`config.mk`:
```
export PLATFORM = sky130hd
export DESIGN_NAME = mem_access_unit_flat
export DESIGN_NICKNAME = d
export VERILOG_FILES = /design/src/rtl/mem_access_unit_pkg.sv /design/src/rtl/mem_access_unit_if.sv /design/src/rtl/mem_access_unit_sram_phase_timer.sv /design/src/rtl/mem_access_unit.sv /design/src/flat_wrapper.sv
export SDC_FILE = /design/constraint.sdc
export NUM_CORES = 1
export LEC_CHECK = 0
export CORE_MARGIN = 1
export CORE_UTILIZATION = 40
export DETAILED_ROUTE_END_ITERATION = 12
export GPL_ROUTABILITY_DRIVEN = 0
export GPL_TIMING_DRIVEN = 0
export PLACE_DENSITY_LB_ADDON = 0.12
export SLEW_MARGIN = 20
export SYNTH_ARGS = -nofsm -noshare
export SYNTH_HDL_FRONTEND = slang
export SYNTH_SLANG_ARGS = --single-unit
```
`constraint.sdc`:
```
create_clock -name clk -period 1.6 [get_ports clk]
set_clock_uncertainty 0.1 [all_clocks]
set_input_delay 0.32 -clock clk [delete_from_list [all_inputs] [get_ports clk]]
set_output_delay 0.32 -clock clk [all_outputs]
set_load 0.02 [all_outputs]
```
`src/rtl/mem_access_unit_pkg.sv`:
```
// Shared definitions for the memory-stage access unit: FSM state encoding,
// SRAM geometry and default configuration values.
package mem_pkg;

  localparam int unsigned SRAM_AW = 18;
  localparam int unsigned SRAM_DW = 16;

  localparam logic [31:0] ADDR_BASE_DEFAULT   = 32'd1024;
  localparam int unsigned WAIT_CYCLES_DEFAULT = 2;

  typedef enum logic [1:0] {
    IDLE,
    LOW,
    HIGH,
    DONE
  } mem_state_t;

  // Half-word SRAM address for one phase of a word access.
  function automatic logic [SRAM_AW-1:0] half_addr(input logic [SRAM_AW-2:0] word,
                                                   input logic upper);
    return {word, upper};
  endfunction

endpackage

```
`src/rtl/mem_access_unit_if.sv`:
```
// Off-chip SRAM bus between the access unit (master) and the memory (slave).
interface mem_access_unit_if;
  import mem_pkg::*;

  logic [SRAM_AW-1:0] SRAM_ADDR;
  logic               SRAM_WE_N;
  logic [SRAM_DW-1:0] SRAM_DQ_OUT;
  logic               SRAM_DQ_OE;
  logic [SRAM_DW-1:0] SRAM_DQ_IN;

  modport master (
    output SRAM_ADDR,
    output SRAM_WE_N,
    output SRAM_DQ_OUT,
    output SRAM_DQ_OE,
    input  SRAM_DQ_IN
  );

  modport slave (
    input  SRAM_ADDR,
    input  SRAM_WE_N,
    input  SRAM_DQ_OUT,
    input  SRAM_DQ_OE,
    output SRAM_DQ_IN
  );

endinterface

```
`src/rtl/mem_access_unit_sram_phase_timer.sv`:
```
// Wait-state timer for one SRAM half-word phase. Loaded with WAIT_CYCLES on
// phase entry; phase_last flags the final cycle of the phase.
module sram_phase_timer #(
  parameter int unsigned WAIT_CYCLES = 2
) (
  input  logic clk,
  input  logic rst,
  input  logic load,
  output logic phase_last
);

  localparam logic [2:0] LOAD_VAL = 3'(WAIT_CYCLES);

  logic [2:0] count;

  // Down-counter: reload on phase entry, otherwise count to zero and hold.
  always_ff @(posedge clk) begin
    if (!rst) begin
      count <= '0;
    end else if (load) begin
      count <= LOAD_VAL;
    end else if (count != '0) begin
      count <= count - 3'd1;
    end
  end

  assign phase_last = (count == '0);

endmodule

```
`src/rtl/mem_access_unit.sv`:
```
// Memory-stage access unit: each 32-bit load/store is split into two 16-bit
// SRAM phases (low half, then high half) while the pipeline is frozen.
// Optional feature macro: MEM_BOUNDS_CHECK_EN (rejects misaligned or
// below-base addresses and reports addr_err instead of touching SRAM).
module mem_access_unit
  import mem_pkg::*;
#(
  parameter int unsigned WAIT_CYCLES = WAIT_CYCLES_DEFAULT,
  parameter logic [31:0] ADDR_BASE   = ADDR_BASE_DEFAULT
) (
  input  logic              clk,
  input  logic              rst,
  input  logic              MEM_R_EN,
  input  logic              MEM_W_EN,
  input  logic [31:0]       ALU_result,
  input  logic [31:0]       ST_val,
  output logic [31:0]       read_data,
  output logic              ready,
  output logic              freeze,
  output logic              addr_err,
  mem_access_unit_if.master sram
);

  mem_state_t         state;
  logic               req;
  logic [31:0]        offset;
  logic [SRAM_AW-2:0] word_addr;
  logic               violation;
  logic               op_write;
  logic [SRAM_AW-2:0] addr_q;
  logic [15:0]        st_hi_q;
  logic               timer_load;
  logic               phase_last;
  logic               unused_addr_bits;

  assign req = MEM_R_EN | MEM_W_EN;

  // Byte address relative to the data-memory base; bits above the SRAM
  // word range are dropped so out-of-range addresses wrap.
  assign offset           = ALU_result - ADDR_BASE;
  assign word_addr        = offset[SRAM_AW:2];
  assign unused_addr_bits = ^{offset[31:SRAM_AW+1], offset[1:0]};

`ifdef MEM_BOUNDS_CHECK_EN
  logic err_q;
  assign violation = (ALU_result < ADDR_BASE) | (ALU_result[1:0] != 2'b00);
  assign addr_err  = (state == DONE) & err_q;
`else
  assign violation = 1'b0;
  assign addr_err  = 1'b0;
`endif

  assign ready  = (state == DONE) | ((state == IDLE) & ~req);
  assign freeze = req & ~ready;

  // Reload the wait-state timer on entry to each half-word phase.
  assign timer_load = ((state == IDLE) & req & ~violation) |
                      ((state == LOW) & phase_last);

  sram_phase_timer #(
    .WAIT_CYCLES(WAIT_CYCLES)
  ) u_timer (
    .clk       (clk),
    .rst       (rst),
    .load      (timer_load),
    .phase_last(phase_last)
  );

  // Access FSM with registered SRAM strobes; read halves are captured on the
  // last cycle of their phase.
  always_ff @(posedge clk) begin
    if (!rst) begin
      state            <= IDLE;
      op_write         <= 1'b0;
      addr_q           <= '0;
      st_hi_q          <= '0;
      read_data        <= '0;
      sram.SRAM_ADDR   <= '0;
      sram.SRAM_WE_N   <= 1'b1;
      sram.SRAM_DQ_OUT <= '0;
      sram.SRAM_DQ_OE  <= 1'b0;
`ifdef MEM_BOUNDS_CHECK_EN
      err_q            <= 1'b0;
`endif
    end else begin
      unique case (state)
        IDLE: begin
          if (req) begin
            op_write <= MEM_W_EN;
            addr_q   <= word_addr;
            st_hi_q  <= ST_val[31:16];
`ifdef MEM_BOUNDS_CHECK_EN
            err_q    <= violation;
`endif
            if (violation) begin
              state     <= DONE;
              read_data <= '0;
            end else begin
              state            <= LOW;
              sram.SRAM_ADDR   <= half_addr(word_addr, 1'b0);
              sram.SRAM_WE_N   <= ~MEM_W_EN;
              sram.SRAM_DQ_OE  <= MEM_W_EN;
              sram.SRAM_DQ_OUT <= ST_val[15:0];
            end
          end
        end
        LOW: begin
          if (phase_last) begin
            if (!op_write) begin
              read_data[15:0] <= sram.SRAM_DQ_IN;
            end
            state            <= HIGH;
            sram.SRAM_ADDR   <= half_addr(addr_q, 1'b1);
            sram.SRAM_DQ_OUT <= st_hi_q;
          end
        end
        HIGH: begin
          if (phase_last) begin
            if (!op_write) begin
              read_data[31:16] <= sram.SRAM_DQ_IN;
            end
            state           <= DONE;
            sram.SRAM_WE_N  <= 1'b1;
            sram.SRAM_DQ_OE <= 1'b0;
          end
        end
        DONE: begin
          state <= IDLE;
        end
        default: begin
          state <= IDLE;
        end
      endcase
    end
  end

endmodule

```
`src/flat_wrapper.sv`:
```
// flat-port wrapper written by rule: the top's interface ports become plain ports
module mem_access_unit_flat import mem_pkg::*;
#(
  parameter int unsigned WAIT_CYCLES = WAIT_CYCLES_DEFAULT,
  parameter logic [31:0] ADDR_BASE   = ADDR_BASE_DEFAULT
)
  (clk, rst, MEM_R_EN, MEM_W_EN, ALU_result, ST_val, read_data, ready, freeze, addr_err, sram_SRAM_ADDR, sram_SRAM_WE_N, sram_SRAM_DQ_OUT, sram_SRAM_DQ_OE, sram_SRAM_DQ_IN);
  mem_access_unit_if sram_i ();
  input  logic clk;
  input  logic rst;
  input  logic MEM_R_EN;
  input  logic MEM_W_EN;
  input  logic [31:0] ALU_result;
  input  logic [31:0] ST_val;
  output logic [31:0] read_data;
  output logic ready;
  output logic freeze;
  output logic addr_err;
  output wire logic [$bits(sram_i.SRAM_ADDR)-1:0] sram_SRAM_ADDR;
  output wire logic [$bits(sram_i.SRAM_WE_N)-1:0] sram_SRAM_WE_N;
  output wire logic [$bits(sram_i.SRAM_DQ_OUT)-1:0] sram_SRAM_DQ_OUT;
  output wire logic [$bits(sram_i.SRAM_DQ_OE)-1:0] sram_SRAM_DQ_OE;
  input wire logic [$bits(sram_i.SRAM_DQ_IN)-1:0] sram_SRAM_DQ_IN;
  assign sram_SRAM_ADDR = sram_i.SRAM_ADDR;
  assign sram_SRAM_WE_N = sram_i.SRAM_WE_N;
  assign sram_SRAM_DQ_OUT = sram_i.SRAM_DQ_OUT;
  assign sram_SRAM_DQ_OE = sram_i.SRAM_DQ_OE;
  assign sram_i.SRAM_DQ_IN = sram_SRAM_DQ_IN;
  mem_access_unit #(.WAIT_CYCLES(WAIT_CYCLES), .ADDR_BASE(ADDR_BASE)) u_core (.clk(clk), .rst(rst), .MEM_R_EN(MEM_R_EN), .MEM_W_EN(MEM_W_EN), .ALU_result(ALU_result), .ST_val(ST_val), .read_data(read_data), .ready(ready), .freeze(freeze), .addr_err(addr_err), .sram(sram_i));
endmodule
```
# Yosys cells after proc, flatten, opt, wreduce, memory -nomap -nowiden
# Cells that the tools add are included.
# word_totals
regBits,107
mem_count,0
ram_bits,0
latch_bits,0
in_bits,84
rom_bits,0
# classes
n_mux,18
eq_ne,6
reduce_logical,13
n_bitwise,12
div,0
add_sub_neg,2
n_lt_le_gt_ge,0
shifts,0
n_mul,0
# op_table
op,n
two-way mux 18 bit,2
one-hot mux 18 bit (2 select lines),1
two-way mux 16 bit,2
one-hot mux 16 bit (2 select lines),1
"subtractor 19 x 11 -> 19 bit, second input constant",1
AND reduction 3 bit,5
two-way mux 2 bit,5
one-hot mux 2 bit (4 select lines),1
"inequality test 2 x 1 -> 1 bit, second input constant",3
nonzero test 2 bit,3
inverter 1 bit,5
bitwise AND 1 bit,4
"equality test 2 bit, second input constant",2
two-way mux 1 bit,4
one-hot mux 1 bit (2 select lines),2
zero test 3 bit,1
bitwise OR 1 bit,3
nonzero test 3 bit,1
"subtractor 3 x 1 -> 3 bit, second input constant",1
"equality test 2 x 1 -> 1 bit, second input constant",1
zero test 2 bit,1
AND reduction 2 bit,1
OR reduction 2 bit,1

# Longest topological paths before layout
# depth
word_depth,6
ltp_mapped,8
depth_no_buf,6

# By module
# A second synthesis with hierarchy kept.
# hier_totals
cells_unflattened,517
area_unflattened_um2,4583.1
# by_module_without_submodules
mod,cells_each,area_each_um2,instances
mem_access_unit,502,4425.5,1
sram_phase_timer,15,157.7,1

# Least setup slack after synthesis
# No wires, ideal clock.
# synth_path
path_kind,flip-flop to flip-flop
start,register u_core.state[0]
end,register u_core.sram.SRAM_ADDR[14]
setup_slack_ps,-148
path_buffers,0
path_stages_with_launch,6
arrival_ps,1565
required_time_ps,1417
cell_sequence,dfxtp_1 > inv_1 > ha_1 > nor3b_2 > or4_1 > o221ai_1
# synth_between
elab_chain_cells,3
# synth_lines
element,line,rtl
"start, declared",mem_access_unit.sv:24,mem_state_t state;
"start signal, assigned",mem_access_unit.sv:73,state <= IDLE;
"start signal, assigned",mem_access_unit.sv:96,state <= DONE;
"start signal, assigned",mem_access_unit.sv:99,state <= LOW;
equality test 2 x 1 -> 1 bit or zero test 2 bit (tied branches),mem_access_unit.sv:86,unique case (state)
inequality test 2 x 1 -> 1 bit (no line) or nonzero test 2 bit (tied branches),n/a,
AND reduction 3 bit (no line),n/a,
"end signal, assigned",mem_access_unit.sv:100,"sram.SRAM_ADDR <= half_addr(word_addr, 1'b0);"
"end signal, assigned",mem_access_unit.sv:113,"sram.SRAM_ADDR <= half_addr(addr_q, 1'b1);"
"end, declared",mem_access_unit_if.sv:12,"output SRAM_ADDR,"
# Several ways; a longest one is shown, not always the timed one.
# A chain may end at the register's enable or synchronous reset.

# Final worst setup path
# layout_path
start,register u_core.state[0]
end,output ready
# layout_between
elab_chain_cells,3
# layout_lines
element,line,rtl
zero test 2 bit,mem_access_unit.sv:53,assign ready = (state == DONE) | ((state == IDLE) & ~req);
bitwise AND 1 bit,mem_access_unit.sv:53,
bitwise OR 1 bit *,mem_access_unit.sv:53,
"end, declared",flat_wrapper.sv:16,output logic ready;
# Mark *: on every way between the ends. The rest lies on a longest branch, timed or not.

==> metrics.yaml <==
pwr:
  power.density_mw_per_mm2: 2100
  total_power_mw: 15.3
  power_leakage_nw: 3.02
  ir_worst_vdd_mv: 1.13
clock_tree:
  cts-root-buf: "clkbuf_8"
  h-tree-depth: 3
  clk_latency_ns: 0.37
  ctsHoldBuffers: 0
  tritoncts: "yes"
  cts.clk_slew.worst_paths_ns: 0.10
  clock_sinks: 107
  numCtsBuffers: 9
  clock_path_buffers: 2
cells_and_area:
  n_antenna_cell: 0
  syn2layout_area_growth_pct: 69.1
  nNetsFinal: 800
  drive_above_1_share: 0.294
synthesis:
  synth_area_mm2: 0.00433
  synth_seq_cells: 107
  synthDistinctLibCells: 38
  yosysWarnings: 0
  syn_inst: 518
  mappedNetlistNets: 608
  yosysSeqAreaShare: 0.495
  synth_area_per_cell_um2: 8.36
run:
  cap_violations: 0
floorplan:
  num_rows: 37
  start_util: 0.416
  coreArea_mm2: 0.0104
  die_h_um: 106
  pin_count: 155
  die_w_um: 106
  die_area_mm2: 0.0112
drt:
  detail_route.wl_per_cell_um: 17.6
  drtPass1Iterations: 5
  drc_errors: 0
  drt_wl_total_mm: 15.0
  drtIter0Drc: 260
  via_per_inst: 5.34
  ant_nets: 0
  vias: 4542
sta:
  max_freq_mhz: 513
  fin_setup_tns_ns: -7.16
  fin_ws_ns: -0.350
  setup_viol: 61
  hold_viol: 0
  relSlewSlack: 0.537
  finalCritPeriodShare: 1.22
  rsz0062_at_grt: "yes"
  slew_violations: 0
  worst_pin_slew_ns: 0.695
  fin_crit_ns: 1.95
worst_setup_path:
  start_kind: "register"
  cp.arrival_ns: 1.53
  worstPathRequired_ns: 1.18
  worst-setup-path-type: "register to primary output"
  worst-path-max-fanout: 3
  end_kind: "primary output"
  r2r_start: "u_core.state[0]"
  startpoint: "u_core.state[0]"
placed_design:
  io_buffers: 138
  post-dp-hpwl_mm: 8.96
min_path:
  min_from: "ALU_result[10]"
  hold_path_class: "primary input to register"
run_status:
  violations: "negative setup slack"
  status: "complete, but fails checks"
global_route:
  grt_pass1_wl_mm: 21.6
  grt_pass1_vias: 4282
  grt_antenna_before_repair: 0
  grt_start_max_net_pins: 19
  grtUsageTotal: 0.248
  grt_overflow: 0
registers in the layout, summed over array words and instances (netlist names):
register and flops:
u_core.sram.SRAM_ADDR 18, u_core.state 2, u_core.u_timer.count 3, u_core.sram.SRAM_WE_N 1, u_core.op_write 1, u_core.read_data 32
u_core.addr_q 17, u_core.sram.SRAM_DQ_OUT 16, u_core.st_hi_q 16, u_core.sram.SRAM_DQ_OE 1
metal layers:
| metal | global-route usage | part of all wire | wire [um] |
|---|---|---|---|
| met5 | 0 | 0 | 0 |
| met3 | 0.0399 | 0.056 | 840 |
| met2 | 0.423 | 0.50 | 7470 |
| met4 | 0.102 | 0.027 | 405 |
| met1 | 0.312 | 0.42 | 6240 |
worst max-delay path, cell delays in order, from the launching register on:
cell and delay [ns]:
dfxtp_2 0.35, inv_2 0.08, ha_4 0.14, or3b_4 0.40, nand2b_4 0.08, buf_6 0.11
power by group:
part | switching [mW] | internal (mW)
Sequential | 0.537 | 3.51
Combinational | 4.85 | 4.82
Clock | 0.980 | 0.633
Total | 6.37 | 8.97
cells in the mapped netlist:
cell type,instances,area [um2]
a211oi_1,28,210
a21oi_1,64,320
a21oi_4,1,16.3
a41oi_1,1,8.76
and3_1,2,12.5
buf_1,1,3.75
buf_2,7,35.0
buf_4,1,7.51
clkbuf_1,29,109
conb_1,1,3.75
dfxtp_1,107,2140
ha_1,6,75.1
inv_1,6,22.5
mux2i_1,29,290
nand2_1,131,492
nand2b_1,5,31.3
nand3_1,2,10.0
nand3b_1,2,15.0
nand4_1,3,18.8
nor2_1,46,173
nor2b_1,2,12.5
nor3_1,2,10.0
nor3b_1,1,7.51
nor3b_2,1,12.5
nor4_1,1,6.26
nor4_4,1,21.3
o2111ai_1,2,17.5
o21ai_0,17,85.1
o221ai_1,2,17.5
o221ai_2,1,15.0
o22ai_1,2,12.5
o31ai_1,2,15.0
or2_2,2,12.5
or3b_2,1,8.76
or4_1,2,15.0
or4_4,1,11.3
xnor2_1,3,26.3
xor2_1,3,26.3
final cells by class:
class | count | area, um2
Fill cell | 800 | 3100
Inverter | 6 | 25.0
Clock inverter | 5 | 46.3
Multi-Input combinational cell | 367 | 2560
Clock buffer | 11 | 141
Sequential cell | 107 | 2150
Timing Repair Buffer | 183 | 1830
Tap cell | 136 | 170
Buffer | 36 | 393
through the flow:
step / utilization / cell area [um2] / setup WS (ns) / cells / hold WS [ns]
after floorplan: - / 4400 / -0.0273 / 518 / 0.316
after global placement: 0.572 / 5960 / -0.803 / 792 / 0.341
after CTS: 0.659 / 6860 / -0.314 / 837 / 0.295
after global routing: 0.703 / 7320 / -0.374 / 851 / 0.309
after detailed placement: 0.572 / 5960 / -0.820 / 792 / 0.349
final: 0.703 / 7320 / -0.350 / 851 / 0.317
kinds of logic after synthesis:
group / Yosys count / synth area share
other: 1 / 0.000866
flip-flops: 107 / 0.495
multiplexers: 29 / 0.0671
XOR/XNOR: 6 / 0.0121
buffers and inverters: 44 / 0.0410
AND/OR/NAND/NOR: 205 / 0.201
AO/OA/AOI/OAI: 120 / 0.166
adder cells (fa/ha/maj): 6 / 0.0173
worst paths after layout:
check                         to  slack [ns]  cells past startpoint
max                        ready       -0.35                      5
max reg2reg      u_core.state[1]       -0.30                      9
min reg2reg  u_core.read_data[9]        0.36                      2
min             u_core.addr_q[8]        0.32                      2
cells in the final DEF (no fill, tap or decap), drive strengths merged, types with 28 or more instances in the layout:
master,synthesis,layout
a211oi,28,28
a21oi,65,65
buf,9,64
clkbuf,29,30
clkdlybuf4s50,0,62
dfxtp,107,107
dlygate4sd2,0,72
mux2i,29,29
nand2,131,131
nor2,46,46
timing repair:
item	in CTS	in global routing
resized for setup	200	126
cloned	7	3
pin swaps	26	51
setup endpoints to repair	177	109
setup buffers	24	16
Note: power is estimated with default switching activity, not from simulation.
